**config.mk**
```make
export PLATFORM = sky130hd
export DESIGN_NAME = pulse_width_gen
export DESIGN_NICKNAME = d
export VERILOG_FILES = /design/src/rtl/line_pkg.sv /design/src/rtl/tick_prescaler.sv /design/src/rtl/pulse_width_gen.sv
export SDC_FILE = /design/constraint.sdc
export NUM_CORES = 1
export LEC_CHECK = 0
export ABC_AREA = 1
export CORE_MARGIN = 1.5
export CORE_UTILIZATION = 35
export DETAILED_ROUTE_END_ITERATION = 8
export HOLD_SLACK_MARGIN = 0.03
export PLACE_DENSITY = 0.55
export SETUP_SLACK_MARGIN = 0.5
export SYNTH_ARGS = -nofsm -noshare
export SYNTH_HDL_FRONTEND = slang
export SYNTH_SLANG_ARGS = --single-unit
```
**constraint.sdc**
```tcl
create_clock -name clk -period 4.96 [get_ports clk]
set_clock_uncertainty 0.15 [all_clocks]
set_input_delay 0.744 -clock clk [delete_from_list [all_inputs] [get_ports clk]]
set_output_delay 0.744 -clock clk [all_outputs]
set_load 0.1 [all_outputs]
```
**src/rtl/line_pkg.sv**
```systemverilog
// Shared definitions for the pulse-width link (transmitter and receiver).
package line_pkg;

    // Clock cycles per width unit; matches the receiver's tick divider.
    localparam int LINE_TICK_DIV  = 500;
    // Width of the value field carried on the line.
    localparam int LINE_CNT_W     = 8;
    // Low time after each pulse, in ticks.
    localparam int LINE_GAP_TICKS = 2;

    typedef enum logic [1:0] {
        ST_IDLE = 2'd0,
        ST_HIGH = 2'd1,
        ST_GAP  = 2'd2
    } line_state_e;

endpackage : line_pkg

```
**src/rtl/tick_prescaler.sv**
```systemverilog
// Free-running divide-by-TICK_DIV counter producing a one-cycle tick.
// While clear is high the counter is held at zero, so the first tick after
// clear drops arrives exactly TICK_DIV cycles later.
module tick_prescaler
    import line_pkg::*;
#(
    parameter int TICK_DIV = LINE_TICK_DIV
) (
    input  logic clk,
    input  logic rst,
    input  logic clear,
    output logic tick
);

    localparam int PRE_W = (TICK_DIV > 1) ? $clog2(TICK_DIV) : 1;
    localparam logic [PRE_W-1:0] PRE_LAST = PRE_W'(TICK_DIV - 1);

    logic [PRE_W-1:0] cnt_q;
    logic [PRE_W-1:0] cnt_d;

    // Next count: hold at zero on clear, wrap after the last count.
    always_comb begin
        cnt_d = cnt_q;
        if (clear) begin
            cnt_d = '0;
        end else if (cnt_q == PRE_LAST) begin
            cnt_d = '0;
        end else begin
            cnt_d = cnt_q + 1'b1;
        end
    end

    // Count register.
    always_ff @(posedge clk) begin
        if (rst) begin
            cnt_q <= '0;
        end else begin
            cnt_q <= cnt_d;
        end
    end

    // The tick must not depend on clear: clear is derived from the
    // consumer's state, and the consumer's next state depends on tick.
    assign tick = (cnt_q == PRE_LAST);

endmodule : tick_prescaler

```
**src/rtl/pulse_width_gen.sv**
```systemverilog
// Pulse-width link transmitter: drives pulse_out high for width x TICK_DIV
// cycles, then low for GAP_TICKS x TICK_DIV cycles, optionally repeating.
module pulse_width_gen
    import line_pkg::*;
#(
    parameter int TICK_DIV  = LINE_TICK_DIV,
    parameter int CNT_W     = LINE_CNT_W,
    parameter int GAP_TICKS = LINE_GAP_TICKS
) (
    input  logic             clk,
    input  logic             rst,
    input  logic [CNT_W-1:0] width_in,
    input  logic             start,
    input  logic             repeat_en,
    output logic             ready,
    output logic             pulse_out,
    output logic             done,
    output logic [CNT_W-1:0] active_width
);

    // Tick counts are compared one bit wider so the increment never wraps.
    localparam logic [CNT_W:0] GAP_END = (CNT_W + 1)'(GAP_TICKS);

    line_state_e      state_q, state_d;
    logic [CNT_W-1:0] tick_cnt_q, tick_cnt_d;
    logic [CNT_W-1:0] active_width_q, active_width_d;
    logic             pulse_out_q, pulse_out_d;
    logic             ready_q, ready_d;
    logic             done_q, done_d;

    logic             tick;
    logic             pre_clear;
    logic [CNT_W:0]   tick_nxt;

    // Prescaler runs only while a pulse or gap is in progress.
    assign pre_clear = (state_q == ST_IDLE);

    tick_prescaler #(
        .TICK_DIV (TICK_DIV)
    ) u_prescaler (
        .clk   (clk),
        .rst   (rst),
        .clear (pre_clear),
        .tick  (tick)
    );

    assign tick_nxt = {1'b0, tick_cnt_q} + 1'b1;

    // Next-state logic and registered-output values.
    always_comb begin
        state_d        = state_q;
        tick_cnt_d     = tick_cnt_q;
        active_width_d = active_width_q;
        done_d         = 1'b0;

        case (state_q)
            ST_IDLE: begin
                tick_cnt_d = '0;
                // A zero width would be an empty pulse; it is not a request.
                if (start && (width_in != '0)) begin
                    state_d        = ST_HIGH;
                    active_width_d = width_in;
                end
            end

            ST_HIGH: begin
                if (tick) begin
                    if (tick_nxt == {1'b0, active_width_q}) begin
                        state_d    = ST_GAP;
                        tick_cnt_d = '0;
                    end else begin
                        tick_cnt_d = tick_nxt[CNT_W-1:0];
                    end
                end
            end

            ST_GAP: begin
                if (tick) begin
                    if (tick_nxt == GAP_END) begin
                        tick_cnt_d = '0;
                        if (repeat_en) begin
                            state_d = ST_HIGH;
                        end else begin
                            state_d = ST_IDLE;
                            done_d  = 1'b1;
                        end
                    end else begin
                        tick_cnt_d = tick_nxt[CNT_W-1:0];
                    end
                end
            end

            default: begin
                state_d    = ST_IDLE;
                tick_cnt_d = '0;
            end
        endcase

        // Outputs follow the state being entered so they appear registered
        // in the same cycle as the state itself.
        pulse_out_d = (state_d == ST_HIGH);
        ready_d     = (state_d == ST_IDLE);
    end

    // State, counters and output registers.
    always_ff @(posedge clk) begin
        if (rst) begin
            state_q        <= ST_IDLE;
            tick_cnt_q     <= '0;
            active_width_q <= '0;
            pulse_out_q    <= 1'b0;
            ready_q        <= 1'b1;
            done_q         <= 1'b0;
        end else begin
            state_q        <= state_d;
            tick_cnt_q     <= tick_cnt_d;
            active_width_q <= active_width_d;
            pulse_out_q    <= pulse_out_d;
            ready_q        <= ready_d;
            done_q         <= done_d;
        end
    end

    assign ready        = ready_q;
    assign pulse_out    = pulse_out_q;
    assign done         = done_q;
    assign active_width = active_width_q;

endmodule : pulse_width_gen

```
**Word level (Yosys, flattened, before mapping)**

Index checks and enable logic that the tools add are counted.

- Register bits after elaboration: 30
- Input bits: 12
- Output and inout port bits: 11
- Word-level logic and storage cells: 41

- $add $sub $neg: 2
- Equal/unequal tests: 8
- Muxes and demuxes: 13
- Bitwise gates (word level): 3
- Reduce and logical (&&, ||, !) cells: 8

Operators by type and width:

| operator | number |
|---|---|
| 2-to-1 mux 8 bit | 4 |
| one-hot mux 8 bit (2 select lines) | 1 |
| 2-to-1 mux 2 bit | 5 |
| adder 8 x 1 -> 9 bit (second input constant) | 1 |
| adder 9 x 1 -> 9 bit (second input constant) | 1 |
| equality test 9 x 2 -> 1 bit (second input constant) | 1 |
| equality test 9 x 8 -> 1 bit | 1 |
| equality test 9 bit (second input constant) | 1 |
| nonzero test 8 bit | 1 |
| one-hot mux 2 bit (3 select lines) | 1 |
| equality test 2 x 1 -> 1 bit (second input constant) | 2 |
| zero test 2 bit | 2 |
| != test 2 bit (second input constant) | 2 |
| AND reduction 2 bit | 2 |
| OR reduction 4 bit | 1 |
| inverter 1 bit | 3 |
| OR reduction 3 bit | 1 |
| equality test 2 bit (second input constant) | 1 |
| 2-to-1 mux 1 bit | 2 |
| logical AND 1 bit | 1 |

**Depth between registers and ports, before layout**

Gate-level depths: netlist (run 1).

- Word-level depth: 6
- Gate-level depth with buffers: 16
- Depth with buffers taken out: 16

**Hierarchy**

From an unflattened synthesis (run 1), not the netlist that was laid out.

- Cells, all modules: 289
- Area total of the unflattened synthesis: 1929.4 sq um

Modules (own cells, without submodules):

| module | times used | cells each | area an instance (sq um) | seq. area each (sq um) |
|---|---|---|---|---|
| pulse_width_gen | 1 | 226 | 1463.9 | 420.4 |
| tick_prescaler | 1 | 63 | 465.4 | 180.2 |

**Worst setup path after synthesis (run 1)**

No wires, ideal clock.

- Path kind: reg-to-reg
- Start: reg active_width_q[4] (netlist: active_width[4])
- End: reg ready_q (netlist: ready)
- Setup time: 109 ps
- Arrival: 1853 ps
- Required time: 4701 ps
- Path slack: 2848 ps
- Stages on the path, launching flop included: 12
- Buffers on the path: 0
- Clock period less this slack: 2112 ps
- Path through: dfxtp_1 inv_1 nand3_1 nand2_1 nor2_1 nand2_1 nor2_2 nand4_1 nand2_1 nand3_1 nand2_1 inv_1

- Word-level cells in the longest chain between the ends: 5

Ends and longest elaborated chain:

| element | line | text |
|---|---|---|
| from (decl) | pulse_width_gen.sv:26 | `logic [CNT_W-1:0] active_width_q, active_width_d;` |
| from (signal assigned) | pulse_width_gen.sv:117 | `active_width_q <= active_width_d;` |
| equality test 9 x 8 -> 1 bit | pulse_width_gen.sv:68 | `if (tick_nxt == {1'b0, active_width_q}) begin` |
| 2-to-1 mux 2 bit | pulse_width_gen.sv:68 |  |
| 2-to-1 mux 2 bit | pulse_width_gen.sv:67 | `if (tick) begin` |
| one-hot mux 2 bit (3 select lines) | pulse_width_gen.sv:56 | `case (state_q)` |
| zero test 2 bit | pulse_width_gen.sv:102 | `ready_d = (state_d == ST_IDLE);` |
| to (signal assigned) | pulse_width_gen.sv:119 | `ready_q <= ready_d;` |
| to (decl) | pulse_width_gen.sv:28 | `logic ready_q, ready_d;` |

No other way between the ends.
A chain may end at the register's enable or synchronous reset.

**Worst setup path in the final report (run 1)**

- Start: reg active_width_q[6] (netlist: active_width[6])
- End: out active_width[6]

RTL lines:

| element | line | text |
|---|---|---|
| to (decl) | pulse_width_gen.sv:18 | `output logic [CNT_W-1:0] active_width` |

No word-level cell between the ends.

==> metrics.md, run 1 <==
| Metric | Value |
|---|---|
| Category of cells accounting for the largest share of critical-path delay | buffers and inverters |
| Number of inserted diodes | 0 |
| Count of nets after finishing | between 300 and 400 |
| Synthesized instance count | 272 |
| Final-layout fill cell count | 526 |
| Maximum resistive drop on vdd | 0.000147 V |
| Instance area after placement | 0.00211 sq mm |
| I/O Buffers | 22 |
| Area of the die | 0.00561 sq mm |
| Initial drt markers | a little under 80 |
| Initial DRT Pass Iterations | 4 |
| Area growth, synth to finish | 22.6% |
| First-pass GRT wire length | 6.82 mm |
| Series of cell instances along the critical path | clkdlybuf4s50_1 |
| Crit path buffers/inverters | 1 |
| Routed vias/inst | 4.58 |
| Count of standard-cell rows | 25 |
| Number of warning messages in the yosys log | 0 |
| Largest buffer count on any clock path | 2 |
| Level count of the clock H-tree | 2 |
| Number of buffers added by the clock tree synthesis step | 5 |
| Core Area | 0.00485 sq mm |
| Post-CTS repair timing setup buffer count | 0 |
| Timing-limited maximum frequency | about 360 MHz |
| Worst hold-check slack | 0.298 ns |
| Final worst-path cycle share | 0.553 |
| Clock sink count | 30 |
| Total global routing track utilization | 0.164 |
| Quantity of hold-fixing buffers added after cts | 0 |
| Crit-path max cell delay | 1.17 ns |
| Top-level I/O count | 23 |
| Seq/Total Area, Yosys | 0.332 |
| Vert. Die Dim | 74.9 um |
| Slew headroom | 0.348 |
| Post-Synthesis Net Count | between 200 and 300 |
| Placer's final routability congestion estimate | 0.833 |
| Antenna Nets Post-Route | 0 |
| Total instance count after detailed placement | 359 |
| Dominant synthesized flop cell | sky130_fd_sc_hd__dfxtp_1 |
| Count of placed standard cells in the final layout, fillers left out | 366 |
| Final hold violation count | 0 |
| Clock tree from TritonCTS | done |
| Total standard cell area after synthesis | 0.00181 sq mm |
| Detailed-route via count | about 1700 |
| Run status | completed |
| Critical Path Fanout Max | 4 |
| Resize count post-CTS | 0 |
| Pin slew with the least headroom to its limit | 0.975 ns |
| Post-layout instance area | ~0.0022 sq mm |
| Worst path slowest cell | sky130_fd_sc_hd__clkdlybuf4s50_1 |
| Root buffer selected by CTS | sky130_fd_sc_hd__clkbuf_8 |
| Worst EP required | 4.07 ns |
| Max-slew violation count | 0 |
| Number of maximum-capacitance constraint violations | 0 |
| Average cell area after synthesis | around 6.7 sq um |
| Sum of negative setup slack | 0 ns |
| DRC | 0 |
| Final worst path period need | 2.75 ns |
| Vias in the first global route | between 1000 and 1500 |
| CTS clk-pin slew, worst paths | around 0.06 ns |
| Post-detailed-route wirelength per cell | about 11 um |
| CP endpoint kind | primary output |
| Sum of routed wire length over all layers | 4.14 mm |
| Fraction of synthesis flops using an asynchronous set or reset pin | 0 |
| Half-perimeter wire length of the detailed placement result | approximately 3.3 mm |
| Areal power density over the cells | just under 300 mW/mm^2 |
| Reported leakage power | between 1 and 1.5 nW |
| Yosys reg bits | 30 |
| Source-to-sink clock delay at the later pin of the worst-skew pair | 0.28 ns |
| Final Setup Violations | 0 |
| RSZ-0062 raised after global routing | no |
| Synth unique cells | 21 |
| Effective utilization at floorplan | 0.373 |
| Sum of overflow across all layers after global routing | 0 |
| Type of origin of the critical path | flip-flop |
| Die X-Extent | 74.9 um |
| Fraction of final layout cells sized beyond drive strength 1 | 0.104 |
| Path type of the worst setup path | flip-flop to primary output |
| Number of enable flip-flop cells after synthesis | 0 |
| Overall power after layout | 0.655 mW |
| Largest net degree at the start of global routing | 14 |
| Worst hold path type | flip-flop to flip-flop |
| Initial antenna violation count | 0 |
| Arrival time of the worst setup path | 1.85 ns |
-- state kept, by name (all words and copies together), names as in the netlist --
register,flops
pulse_out,1
tick_cnt_q,8
u_prescaler.cnt_q,9
active_width,8
done,1
ready,1
state_q,2
-- synthesized netlist by cell type (3+ instances only) --
master	number	area, sq um
sky130_fd_sc_hd__nand2_1	61	229
sky130_fd_sc_hd__nand4_1	5	31.3
sky130_fd_sc_hd__nand2_2	10	62.6
sky130_fd_sc_hd__nand3_2	3	30.0
sky130_fd_sc_hd__inv_1	43	161
sky130_fd_sc_hd__xor2_1	3	26.3
sky130_fd_sc_hd__ha_1	7	87.6
sky130_fd_sc_hd__nor3_1	4	20.0
sky130_fd_sc_hd__dfxtp_1	30	601
sky130_fd_sc_hd__nand2_4	3	33.8
sky130_fd_sc_hd__o21ai_0	14	70.1
sky130_fd_sc_hd__nor2_1	31	116
sky130_fd_sc_hd__nand3_1	24	120
sky130_fd_sc_hd__nor2_2	4	25.0
sky130_fd_sc_hd__a21oi_1	21	105
-- placed cells by master (no fill, tap or decap), types with 7 or more instances in the layout --
cell / netlist / layout
sky130_fd_sc_hd__nand3_1: 24 / 24
sky130_fd_sc_hd__nor2_1: 31 / 31
sky130_fd_sc_hd__inv_1: 43 / 43
sky130_fd_sc_hd__nand2_1: 61 / 61
sky130_fd_sc_hd__nand2_2: 10 / 10
sky130_fd_sc_hd__o21ai_0: 14 / 14
sky130_fd_sc_hd__clkdlybuf4s50_1: 0 / 22
sky130_fd_sc_hd__a21oi_1: 21 / 21
sky130_fd_sc_hd__dfxtp_1: 30 / 30
sky130_fd_sc_hd__ha_1: 7 / 7
-- cell families after synthesis --
group,Yosys count,share of synthesized area
and+or+nand+nor,150,0.403
buffers and inverters,45,0.0933
AOI/OAI and AO/OA,37,0.109
DFF,30,0.332
adders and majority gates,7,0.0484
xor gates and xnor gates,3,0.0145
-- power breakdown --
group / leakage (nW) / switching (mW) / internal [mW]
sequential: 0.245 / 0.00879 / 0.251
clock: 0.0573 / 0.0907 / 0.161
combinational: 0.737 / 0.104 / 0.0404
total: 1.04 / 0.203 / 0.452
-- final timing paths --
path / from / endpoint / slack (ns) / depth (start not counted)
worst max-delay path: active_width[6] / active_width[6] / 2.21 / 1
worst min-delay path: u_prescaler.cnt_q[6] / u_prescaler.cnt_q[6] / 0.30 / 1
worst max register to register: tick_cnt_q[0] / ready / 2.84 / 14
worst min register to register: u_prescaler.cnt_q[6] / u_prescaler.cnt_q[6] / 0.30 / 1
-- area by class of cell --
class,instances,area (sq um),share of cell area
clock buffer,6,82.6,0.0372
clock inverter,1,30.0,0.0135
inverter,43,161,0.0727
multi-input combinational,197,1040,0.469
sequential,30,601,0.271
tap,67,83.8,0.0378
timing repair buffer,22,220,0.0992
-- through the flow --
| stage | setup WS, ns | utilization |
|---|---|---|
| 3_3_place_gp | 2.31 | 0.435 |
| 6_report | 2.21 | 0.458 |
| 3_5_place_dp | 2.26 | 0.435 |
| 4_1_cts | 2.20 | 0.458 |
| 2_1_floorplan | 2.85 | - |
| 5_1_grt | 2.17 | 0.458 |
-- per-layer routing --
metal | up-vias | global-route usage | wire length (um)
li1 | 917 | - | -
met1 | 740 | 0.236 | 2200
met2 | 19 | 0.239 | 1780
met3 | 2 | 0.0348 | 138
met4 | 0 | 0.0606 | 26
met5 | - | 0 | 0
-- worst register-to-register path, stage by stage, from the launching register on --
cell	delay (ns)
sky130_fd_sc_hd__dfxtp_1	0.41
sky130_fd_sc_hd__ha_1	0.22
sky130_fd_sc_hd__nand2_1	0.14
sky130_fd_sc_hd__inv_1	0.14
sky130_fd_sc_hd__nand2_2	0.09
sky130_fd_sc_hd__nand2_2	0.10
sky130_fd_sc_hd__nand2_1	0.07
sky130_fd_sc_hd__nor2_2	0.18
sky130_fd_sc_hd__nand3_1	0.12
sky130_fd_sc_hd__nand2_1	0.08
sky130_fd_sc_hd__nand3_1	0.08
sky130_fd_sc_hd__nand3_2	0.09
sky130_fd_sc_hd__nand2_2	0.07
sky130_fd_sc_hd__nand2_1	0.06
sky130_fd_sc_hd__inv_1	0.03
No activity file was read; power rests on OpenSTA's default activity.
==> inputs of run 2 (changes only) <==
--- a/config.mk
+++ b/config.mk
@@ -10,7 +10,7 @@
 export CORE_UTILIZATION = 35
 export DETAILED_ROUTE_END_ITERATION = 8
 export HOLD_SLACK_MARGIN = 0.03
-export PLACE_DENSITY = 0.55
+export PLACE_DENSITY = 0.57
 export SETUP_SLACK_MARGIN = 0.5
 export SYNTH_ARGS = -nofsm -noshare
 export SYNTH_HDL_FRONTEND = slang
==> constraint.sdc (replaced) <==
create_clock -name clk -period 2.5 [get_ports clk]
set_clock_uncertainty 0.15 [all_clocks]
set_input_delay 0.375 -clock clk [delete_from_list [all_inputs] [get_ports clk]]
set_output_delay 0.375 -clock clk [all_outputs]
set_load 0.1 [all_outputs]
==> metrics.md, run 2 (synthesis gave the netlist of run 1 again) <==
| Metric | Value |
|---|---|
| Run status | completed |
| Worst hold path type | flip-flop to flip-flop |
| Pin slew with the least headroom to its limit | 0.357 ns |
| Total global routing track utilization | 0.168 |
| Origin of the worst min-delay path | u_prescaler.cnt_q[6] |
| Vert. Die Dim | 74.9 um |
| Reported leakage power | 1.14 nW |
| Placer's final routability congestion estimate | 0.833 |
| Top-level I/O count | 23 |
| Path type of the worst setup path | flip-flop to flip-flop |
| RSZ-0062 raised after global routing | yes |
| Count of nets after finishing | 327 |
| Global-route track usage on met3 | 0.0335 |
| Slew headroom | 0.761 |
| Clock sink count | 30 |
| Sum of overflow across all layers after global routing | 0 |
| Worst hold-check slack | 0.297 ns |
| Fraction of final layout cells sized beyond drive strength 1 | 0.317 |
| Worst Setup SP | tick_cnt_q[0] |
| Worst EP required | 2.55 ns |
| Busiest layer in global routing | met1 |
| DRC | 0 |
| Number of maximum-capacitance constraint violations | 0 |
| Maximum resistive drop on vdd | 0.000332 V |
| Commonest non-fill, non-tap cell in the layout | sky130_fd_sc_hd__nand2_1 |
| Die X-Extent | 74.9 um |
| Level count of the clock H-tree | 2 |
| Final Setup Violations | 0 |
| Count of standard-cell rows | 25 |
| FF-to-FF Start | tick_cnt_q[0] |
| Core Area | 0.00485 sq mm |
| Detailed-route via count | 1754 |
| Largest buffer count on any clock path | 2 |
| Arrival time of the worst setup path | 1.98 ns |
| Initial antenna violation count | 0 |
| Initial drt markers | 94 |
| Largest net degree at the start of global routing | 14 |
| Timing-limited maximum frequency | approximately 520 MHz |
| CTS clk-pin slew, worst paths | roughly 0.070 ns |
| Worst slack at placement | between 0.15 and 0.2 ns |
| Setup WS post-layout | about 0.57 ns |
| Flip-flop and latch area | 622 sq um |
| Root buffer selected by CTS | sky130_fd_sc_hd__clkbuf_8 |
| Met1 layer usage reported by global route | 0.257 |
| Source-to-sink clock delay at the later pin of the worst-skew pair | 0.27 ns |
| Number of buffers added by the clock tree synthesis step | 5 |
| Initial DRT Pass Iterations | 4 |
| Sum of routed wire length over all layers | approximately 4.4 mm |
| Post-detailed-route wirelength per cell | about 12 um |
| Sum of negative setup slack | 0 ns |
| Areal power density over the cells | roughly 500 mW/mm^2 |
| Final worst-path cycle share | 0.770 |
| Type of origin of the critical path | flip-flop |
| Final-layout fill cell count | 495 |
| Max-slew violation count | 0 |
| Final worst path period need | 1.93 ns |
| Routed vias/inst | 4.66 |
| Util after Layout | 0.501 |
| Antenna Nets Post-Route | 0 |
| CP endpoint kind | flip-flop |
| Final hold violation count | 0 |
| Met2 demand-to-capacity share in global routing | 0.240 |
| Register with the highest flop count | u_prescaler.cnt_q |
| Depth of the worst hold-timing path | 1 |
| Vias in the first global route | between 1500 and 2000 |
| Effective utilization at floorplan | 0.373 |
| Number of inserted diodes | 0 |
| Critical Path Fanout Max | 8 |
| Area of the die | about 0.0056 sq mm |
| I/O Buffers | 22 |
| R2R depth | 13 |
| Clock tree from TritonCTS | done |
| Area of the multi-input gates | 0.00121 sq mm |
| Number of flip-flops under the largest register name | 9 |
| Area growth, synth to finish | 34.1% |
| Half-perimeter wire length of the detailed placement result | about 3.3 mm |
| First-pass GRT wire length | 7.17 mm |
| Most frequent cells in the layout | sky130_fd_sc_hd__nand2_1, sky130_fd_sc_hd__inv_1, sky130_fd_sc_hd__nor2_1, sky130_fd_sc_hd__buf_4 |
run 2: cell types whose count changed in the layout (fill, tap and decap cells not counted), moves of 5 or more:
cell and delta:
sky130_fd_sc_hd__buf_4 +20, sky130_fd_sc_hd__clkdlybuf4s50_1 -11, sky130_fd_sc_hd__dfxtp_1 -11, sky130_fd_sc_hd__dfxtp_2 +8, sky130_fd_sc_hd__inv_1 -5, sky130_fd_sc_hd__nand2_1 -13
sky130_fd_sc_hd__nand2_2 +9, sky130_fd_sc_hd__nand3_1 -6, sky130_fd_sc_hd__nand3_2 +6, sky130_fd_sc_hd__nor2_1 -5, sky130_fd_sc_hd__nor2_4 +5
run 2: repair_timing:
action / 4_1_cts / 5_1_grt
hold buffers: 0 / 0
pin swaps: 1 / 20
setup endpoints to repair: 13 / 14
resized for setup: 6 / 49
buffers inserted: 0 / 7
run 2: power breakdown:
group          internal [mW]  switching, mW
Sequential             0.497         0.0201
Combinational         0.0853          0.217
Clock                  0.222          0.184
Total                  0.805          0.421
run 2: layout make-up:
cell class | count | share of cell area
multi-input combinational | 197 | 0.497
sequential | 30 | 0.256
timing repair buffer | 31 | 0.107
inverter | 43 | 0.0675
clock buffer | 7 | 0.0355
tap | 67 | 0.0345
clock inverter | 1 | 0.00206
run 2: metrics by stage:
step / cell area [sq um] / total power, mW / std cells
after floorplan: 1820 / 0.735 / 272
after global placement: 2100 / 0.815 / 361
after detailed placement: 2100 / 0.815 / 361
after CTS: 2200 / 1.22 / 369
after global routing: 2430 / 1.29 / 376
final: 2430 / 1.23 / 376
run 2: layer usage:
metal	part of all wire	vias to the layer above
met5	0	-
met4	0.0050	0
met3	0.033	2
met2	0.43	22
met1	0.54	789
li1	-	941
run 2: path summary, 6_finish.rpt:
check                               to  slack [ns]
setup / recovery         tick_cnt_q[0]        0.57
hold / removal    u_prescaler.cnt_q[6]        0.30
setup reg to reg         tick_cnt_q[0]        0.57
hold reg to reg   u_prescaler.cnt_q[6]        0.30
run 2: worst max-delay path, stage by stage, from the launching register on:
cell and delay, ns:
sky130_fd_sc_hd__dfxtp_4 0.38, sky130_fd_sc_hd__ha_4 0.18, sky130_fd_sc_hd__nand2_4 0.11, sky130_fd_sc_hd__inv_4 0.05
sky130_fd_sc_hd__buf_4 0.12, sky130_fd_sc_hd__nand2_1 0.07, sky130_fd_sc_hd__nand2_2 0.08, sky130_fd_sc_hd__nor2_1 0.13
sky130_fd_sc_hd__nor2_2 0.07, sky130_fd_sc_hd__nand3_1 0.09, sky130_fd_sc_hd__nand2_2 0.06, sky130_fd_sc_hd__o21ai_4 0.12
sky130_fd_sc_hd__nand2_1 0.11, sky130_fd_sc_hd__a21oi_2 0.12
